<file path="src/rtl/ppu_reg_pkg.sv">
// Shared types and constants for the PPU CPU-side register controller.
package ppu_reg_pkg;

  localparam int              VRAM_ADDR_W  = 14;
  localparam logic [13:0]     PALETTE_BASE = 14'h3F00;

  typedef enum logic [2:0] {
    PPUCTRL   = 3'd0,
    PPUMASK   = 3'd1,
    PPUSTATUS = 3'd2,
    OAMADDR   = 3'd3,
    OAMDATA   = 3'd4,
    PPUSCROLL = 3'd5,
    PPUADDR   = 3'd6,
    PPUDATA   = 3'd7
  } reg_idx_e;

  typedef enum logic [1:0] {
    IDLE    = 2'd0,
    VRAM_RD = 2'd1,
    VRAM_WR = 2'd2
  } state_e;

endpackage

</file>
<file path="src/rtl/ppu_vram_addr_counter.sv">
// VRAM address v with the two-write PPUADDR load (high byte staged in t_hi)
// and the +1/+32 post-access increment, wrapping modulo 2^14.
module ppu_vram_addr_counter
  import ppu_reg_pkg::*;
(
  input  logic                   clk,
  input  logic                   rst,
  input  logic                   load_hi,
  input  logic                   load_lo,
  input  logic [7:0]             data,
  input  logic                   inc,
  input  logic                   inc32,
  output logic [VRAM_ADDR_W-1:0] v
);

  logic [5:0] t_hi;

  // Loads only happen in IDLE and increments only on an ack, so they never collide.
  always_ff @(posedge clk) begin
    if (rst) begin
      t_hi <= '0;
      v    <= '0;
    end else begin
      if (load_hi) t_hi <= data[5:0];
      if (load_lo)  v <= {t_hi, data};
      else if (inc) v <= v + (inc32 ? 14'd32 : 14'd1);
    end
  end

endmodule

</file>
<file path="src/rtl/ppu_reg_ctrl.sv">
// PPU CPU register decode, shared write toggle and PPUDATA VRAM sequencing.
// Optional macro PPU_PALETTE_READ_BYPASS_EN: unbuffered palette reads.
module ppu_reg_ctrl
  import ppu_reg_pkg::*;
(
  input  logic                   clk,
  input  logic                   rst,
  input  logic                   cpu_cs,
  input  logic                   cpu_rw,
  input  logic [2:0]             cpu_addr,
  input  logic [7:0]             cpu_data_in,
  output logic [7:0]             cpu_data_out,
  output logic                   cpu_ready,
  output logic                   cpu_busy,
  output logic [7:0]             reg_data,
  output logic                   ctrl_write_en,
  output logic                   mask_write_en,
  output logic                   oam_addr_write_en,
  output logic                   oam_data_write_en,
  output logic                   scroll_write_en,
  output logic                   write_toggle,
  input  logic                   addr_inc32,
  input  logic [2:0]             status_in,
  output logic                   status_read_strobe,
  input  logic [7:0]             oam_rdata,
  output logic [VRAM_ADDR_W-1:0] vram_addr,
  output logic                   vram_req,
  output logic                   vram_we,
  output logic [7:0]             vram_wdata,
  input  logic [7:0]             vram_rdata,
  input  logic                   vram_ack
);

  state_e     state, state_n;
  reg_idx_e   idx;
  logic       accept, wr, rd, ack_ok, pal_hit, pal_rd;
  logic       toggle;
  logic [7:0] open_bus, buffer;

  assign idx      = reg_idx_e'(cpu_addr);
  assign accept   = cpu_cs && (state == IDLE);
  assign wr       = accept && !cpu_rw;
  assign rd       = accept && cpu_rw;
  assign ack_ok   = vram_req && vram_ack && (state != IDLE);
  assign cpu_busy = vram_req;

`ifdef PPU_PALETTE_READ_BYPASS_EN
  assign pal_hit = rd && (idx == PPUDATA) && (vram_addr >= PALETTE_BASE);
`else
  assign pal_hit = 1'b0;
`endif

  always_ff @(posedge clk) begin
    if (rst) state <= IDLE;
    else     state <= state_n;
  end

  always_comb begin
    state_n = state;
    case (state)
      IDLE:             if (accept && idx == PPUDATA) state_n = cpu_rw ? VRAM_RD : VRAM_WR;
      VRAM_RD, VRAM_WR: if (ack_ok) state_n = IDLE;
      default:          state_n = IDLE;
    endcase
  end

  // toggle is the live latch used for decode; write_toggle lags it by a cycle
  // so the register blocks see the pre-access value alongside the enable.
  always_ff @(posedge clk) begin
    if (rst) begin
      cpu_data_out       <= '0;
      cpu_ready          <= 1'b0;
      reg_data           <= '0;
      ctrl_write_en      <= 1'b0;
      mask_write_en      <= 1'b0;
      oam_addr_write_en  <= 1'b0;
      oam_data_write_en  <= 1'b0;
      scroll_write_en    <= 1'b0;
      status_read_strobe <= 1'b0;
      write_toggle       <= 1'b0;
      toggle             <= 1'b0;
      open_bus           <= '0;
      buffer             <= '0;
      pal_rd             <= 1'b0;
      vram_req           <= 1'b0;
      vram_we            <= 1'b0;
      vram_wdata         <= '0;
    end else begin
      cpu_ready          <= accept && !pal_hit;
      ctrl_write_en      <= wr && (idx == PPUCTRL);
      mask_write_en      <= wr && (idx == PPUMASK);
      oam_addr_write_en  <= wr && (idx == OAMADDR);
      oam_data_write_en  <= wr && (idx == OAMDATA);
      scroll_write_en    <= wr && (idx == PPUSCROLL);
      status_read_strobe <= rd && (idx == PPUSTATUS);
      write_toggle       <= toggle;
      if (wr) begin
        open_bus <= cpu_data_in;
        reg_data <= cpu_data_in;
        if (idx == PPUSCROLL || idx == PPUADDR) toggle <= ~toggle;
        if (idx == PPUDATA) begin
          vram_req   <= 1'b1;
          vram_we    <= 1'b1;
          vram_wdata <= cpu_data_in;
        end
      end
      if (rd) begin
        case (idx)
          PPUSTATUS: begin
            cpu_data_out <= {status_in, open_bus[4:0]};
            toggle       <= 1'b0;
          end
          OAMDATA: cpu_data_out <= oam_rdata;
          PPUDATA: begin
            cpu_data_out <= buffer;
            vram_req     <= 1'b1;
            vram_we      <= 1'b0;
            pal_rd       <= pal_hit;
          end
          default: cpu_data_out <= open_bus;
        endcase
      end
      if (ack_ok) begin
        vram_req <= 1'b0;
        vram_we  <= 1'b0;
        pal_rd   <= 1'b0;
        if (state == VRAM_RD) buffer <= vram_rdata;
        if (pal_rd) begin
          cpu_ready    <= 1'b1;
          cpu_data_out <= vram_rdata;
        end
      end
    end
  end

  ppu_vram_addr_counter u_addr (
    .clk     (clk),
    .rst     (rst),
    .load_hi (wr && (idx == PPUADDR) && !toggle),
    .load_lo (wr && (idx == PPUADDR) && toggle),
    .data    (cpu_data_in),
    .inc     (ack_ok),
    .inc32   (addr_inc32),
    .v       (vram_addr)
  );

endmodule

</file>
<file path="config.mk">
export PLATFORM = sky130hd
export DESIGN_NAME = ppu_reg_ctrl
export DESIGN_NICKNAME = d
export VERILOG_FILES = /design/src/rtl/ppu_reg_pkg.sv /design/src/rtl/ppu_vram_addr_counter.sv /design/src/rtl/ppu_reg_ctrl.sv
export SDC_FILE = /design/constraint.sdc
export NUM_CORES = 1
export LEC_CHECK = 0
export CORE_ASPECT_RATIO = 0.6
export CORE_MARGIN = 8
export CORE_UTILIZATION = 49
export CTS_BUF_LIST = sky130_fd_sc_hd__clkbuf_8
export DETAILED_ROUTE_END_ITERATION = 12
export PLACE_DENSITY = 0.83
export SLEW_MARGIN = 20
export SYNTH_ARGS = -nofsm -noshare
export SYNTH_HDL_FRONTEND = slang
export SYNTH_SLANG_ARGS = --single-unit
</file>
<file path="constraint.sdc">
create_clock -name clk -period 1.75 [get_ports clk]
set_input_delay 0.2625 -clock clk [delete_from_list [all_inputs] [get_ports clk]]
set_output_delay 0.2625 -clock clk [all_outputs]
set_load 0.05 [all_outputs]
</file>
==> metrics <==
full die area=roughly 8600 sq um; xor/xnor share of the synthesized area=approximately 3.1%; Max Slew Vio Count=0; global placer's final weighted congestion=0.850; sw frac=between 20% and 30%; Synth async-reset ratio=0%; largest net degree at the start of global routing=37; peak supply drop=~480 uV; GR peak layer=met2; crit start category=register; WP buf/inv=4; drt wl/cell=about 17 um; share of the synthesized area in the top cell type=between 40% and 50%; synth unique cells=45; unrepaired setup endpoints after global routing=yes; clock-pin slew on the worst setup and hold paths=60 ps; vias in the first global route=about 2,800; Slew Limit Headroom=between 60% and 70%; grt met1 use=between 20% and 30%; first-pass GRT wire length=between 10 and 15 mm; Core ar.=~5600 sq um; Main synth FF type=dfxtp_1; final setup violation count=0; TritonCTS clock tree=built; ratio of final minimum period to clock period=between 90% and 100%; Reg power frac=around 50%; syn nets=a little under 400; Routed WL=just over 9 mm; status=completed; Critical Path Sink Type=register; max cap viols=0; total power draw=3.07 mW; CP dominant cell by count=buf_4; Post-layout nets=504; CP Max Fanout=9; # IOs=85; R2R Setup Slk=roughly 41 ps; Hold Vio Cnt, Final=0; synth warn=0; CP Cell Sequence=inv_1, ha_4, and3b_2, buf_4, buf_4, nand2_1, buf_4, nand2_1, a21oi_1; Setup TNS=0 ps; CP peak stage delay=340 ps; mapped cell area=approximately 2900 sq um; clock power share=approximately a third; pre-CTS WS=-311 ps; remaining antenna violation count after routing=0; fraction of the yosys area taken by sequential cells=a little under half; static leakage=1.75 nW; cts hold-fix bufs=0; H-tree depth=3; row count=21; share of cells above drive strength 1=a little over a quarter; DIE HEIGHT=75.1 um; Post-Route Utilization=between 70 and 80%; DR vias/cell=5.51; cell taking the most area after synthesis=dfxtp_1; CP max-delay cell=dfxtp_2; Synth area leaders=dfxtp_1 46%, nand2_1 9.2%, a21oi_1 7.0%; Post-synth EDFFs=0; GRT met3 Usage=under 10%; Buffers on Ports=between 80 and 90; post-synthesis compound-gate area fraction=16.9%; non-filler cells, final=approximately 550; slack of the critical path=approximately 41 ps; total global-route track usage=between 20% and 30%; worst slew pin tran=approximately 510 ps; worst skew pair latency=350 ps; Final HPWL DP=6.72 mm; M2 GR Usage=a little under a third; Via Count=approximately 3,000; worst path arrival time=a little under 2000 ps; critical path data required time=between 2000 and 2500 ps; clock sink total=65; Placed Instances=between 500 and 600; Root Driver=clkbuf_8; Crit path max-delay family=buffers and inverters; average instance area after synthesis=roughly 8.2 sq um; 1st-iter DRT viols=220; Mapped Cells=between 300 and 400; number of buffers created by CTS=9; Psw=about 840 uW; fraction of the mapped netlist area in simple logic gates=25.4%; Die W=between 100 and 150 um; largest family of logic cells by synthesized area=simple AND/OR/NAND/NOR gates; router iterations before antenna repair=5; Overflow after GRT=0; min Tclk post-route=1710 ps; starting density of the core=a little over 50%; Power Density=between 700 and 800 nW/um^2; DRC errors left=0; clk buf depth=2; Hold Crit Class=input pin to register; clk_skew=8.14 ps; Synth Area in Adders=2.19%; post-synthesis register bit count=65; multiplexer share of the synthesized area=2.46%; P&R area growth vs syn=45.7%; Max Freq=between 500 and 600 MHz; Gate power share=between 10% and 20%; initial antenna violation count=0; Crit Path Class=register to register; n_diodes=0; cell internal pwr=about 2.2 mW
-- power groups by stage --
stage	logic, mW	clock network, mW	registers (mW)
2_1_floorplan	0.141	0	1.64
3_3_place_gp	0.435	0	1.56
3_5_place_dp	0.444	0	1.56
4_1_cts	0.449	1.08	1.53
5_1_grt	0.493	1.15	1.53
6_report	0.463	1.08	1.53
-- layout make-up --
type	count	area, sq um
Timing Repair Buffer	126	1080
Clock buffer	10	138
Multi-Input combinational cell	255	1480
Clock inverter	5	23.8
Fill cell	433	1440
Inverter	6	22.5
Sequential cell	65	1310
Tap cell	80	100
-- repair_timing --
action | CTS | global route
endpoints found under the setup margin | 31 | 29
gates resized for setup | 3 | 11
gates cloned | 0 | 0
setup buffers | 0 | 5
pin swaps | 2 | 7
-- synth_stat cells, drive strengths merged (2+ instances only) --
library cell / count
dfxtp: 65
and3: 3
a211oi: 9
a21boi: 2
nand3b: 2
nor2: 30
xnor2: 3
xor2: 7
buf: 10
a21oi: 40
and3b: 2
inv: 6
nand3: 15
nor3: 10
nand2: 71
nand4: 7
mux2i: 7
o211ai: 5
ha: 5
a31oi: 3
nor2b: 3
nand4b: 2
clkbuf: 10
o22ai: 5
a22oi: 6
o21ai: 6
-- final timing paths --
kind / start / endpoint / cells after the start
setup / recovery: state[0]$_SDFFE_PP0P_ / vram_wdata[6]$_SDFFE_PP0P_ / 9
hold / removal: rst / cpu_ready$_SDFF_PP0_ / 2
setup reg to reg: state[0]$_SDFFE_PP0P_ / vram_wdata[6]$_SDFFE_PP0P_ / 9
hold reg to reg: cpu_data_out[2]$_SDFFE_PP0N_ / cpu_data_out[2]$_SDFFE_PP0N_ / 2
-- layer usage --
layer	routed length, um	vias to the layer above	share of wire, %
li1	-	1444	-
met1	4100	1399	45
met2	3790	151	42
met3	1050	22	11
met4	186	0	2.0
met5	0	-	0
-- per-stage QoR --
stage                     hold WS [ps]  area, sq um
final                              186         4150
after floorplan                    350         2860
after global placement             442         3890
after detailed placement           447         3890
after global routing               176         4150
after CTS                          175         4060
-- cell usage in the layout, fill, tap and decap left out, types with 2 or more instances in the layout --
cell / count
mux2i_1: 7
dlymetal6s2s_1: 2
nor3_1: 9
nand4b_1: 2
dfxtp_1: 59
clkbuf_8: 10
xnor2_1: 3
nand4_1: 5
nand3_1: 15
nand3b_1: 2
o211ai_1: 5
buf_4: 86
clkdlybuf4s50_1: 33
dfxtp_2: 5
nor2b_1: 3
nor2_1: 30
inv_1: 6
a31oi_1: 3
nand4_4: 2
a21oi_1: 39
xor2_1: 7
a22oi_1: 6
buf_12: 3
o21ai_0: 5
a211oi_1: 9
and3_1: 3
nand2_1: 70
clkinv_2: 4
o22ai_1: 5
ha_4: 2
ha_1: 3
-- sequential cells by signal (all words and copies together) (netlist names), 2 cells and up, named ones only --
register      count
vram_wdata        8
open_bus          8
u_addr.t_hi       6
cpu_data_out      8
state             2
buffer            8
u_addr.v         14
-- kinds of logic (layout without fill, tap and decap cells) --
| kind of cell | count (synthesis) | in the layout |
|---|---|---|
| AOI/OAI and AO/OA | 79 | 79 |
| DFF | 65 | 65 |
| xor gates and xnor gates | 10 | 10 |
| and+or+nand+nor | 154 | 154 |
| adders and majority gates | 5 | 5 |
| buffers and inverters | 26 | 147 |
| muxes | 7 | 7 |
Note: power is estimated with default switching activity, not from simulation.
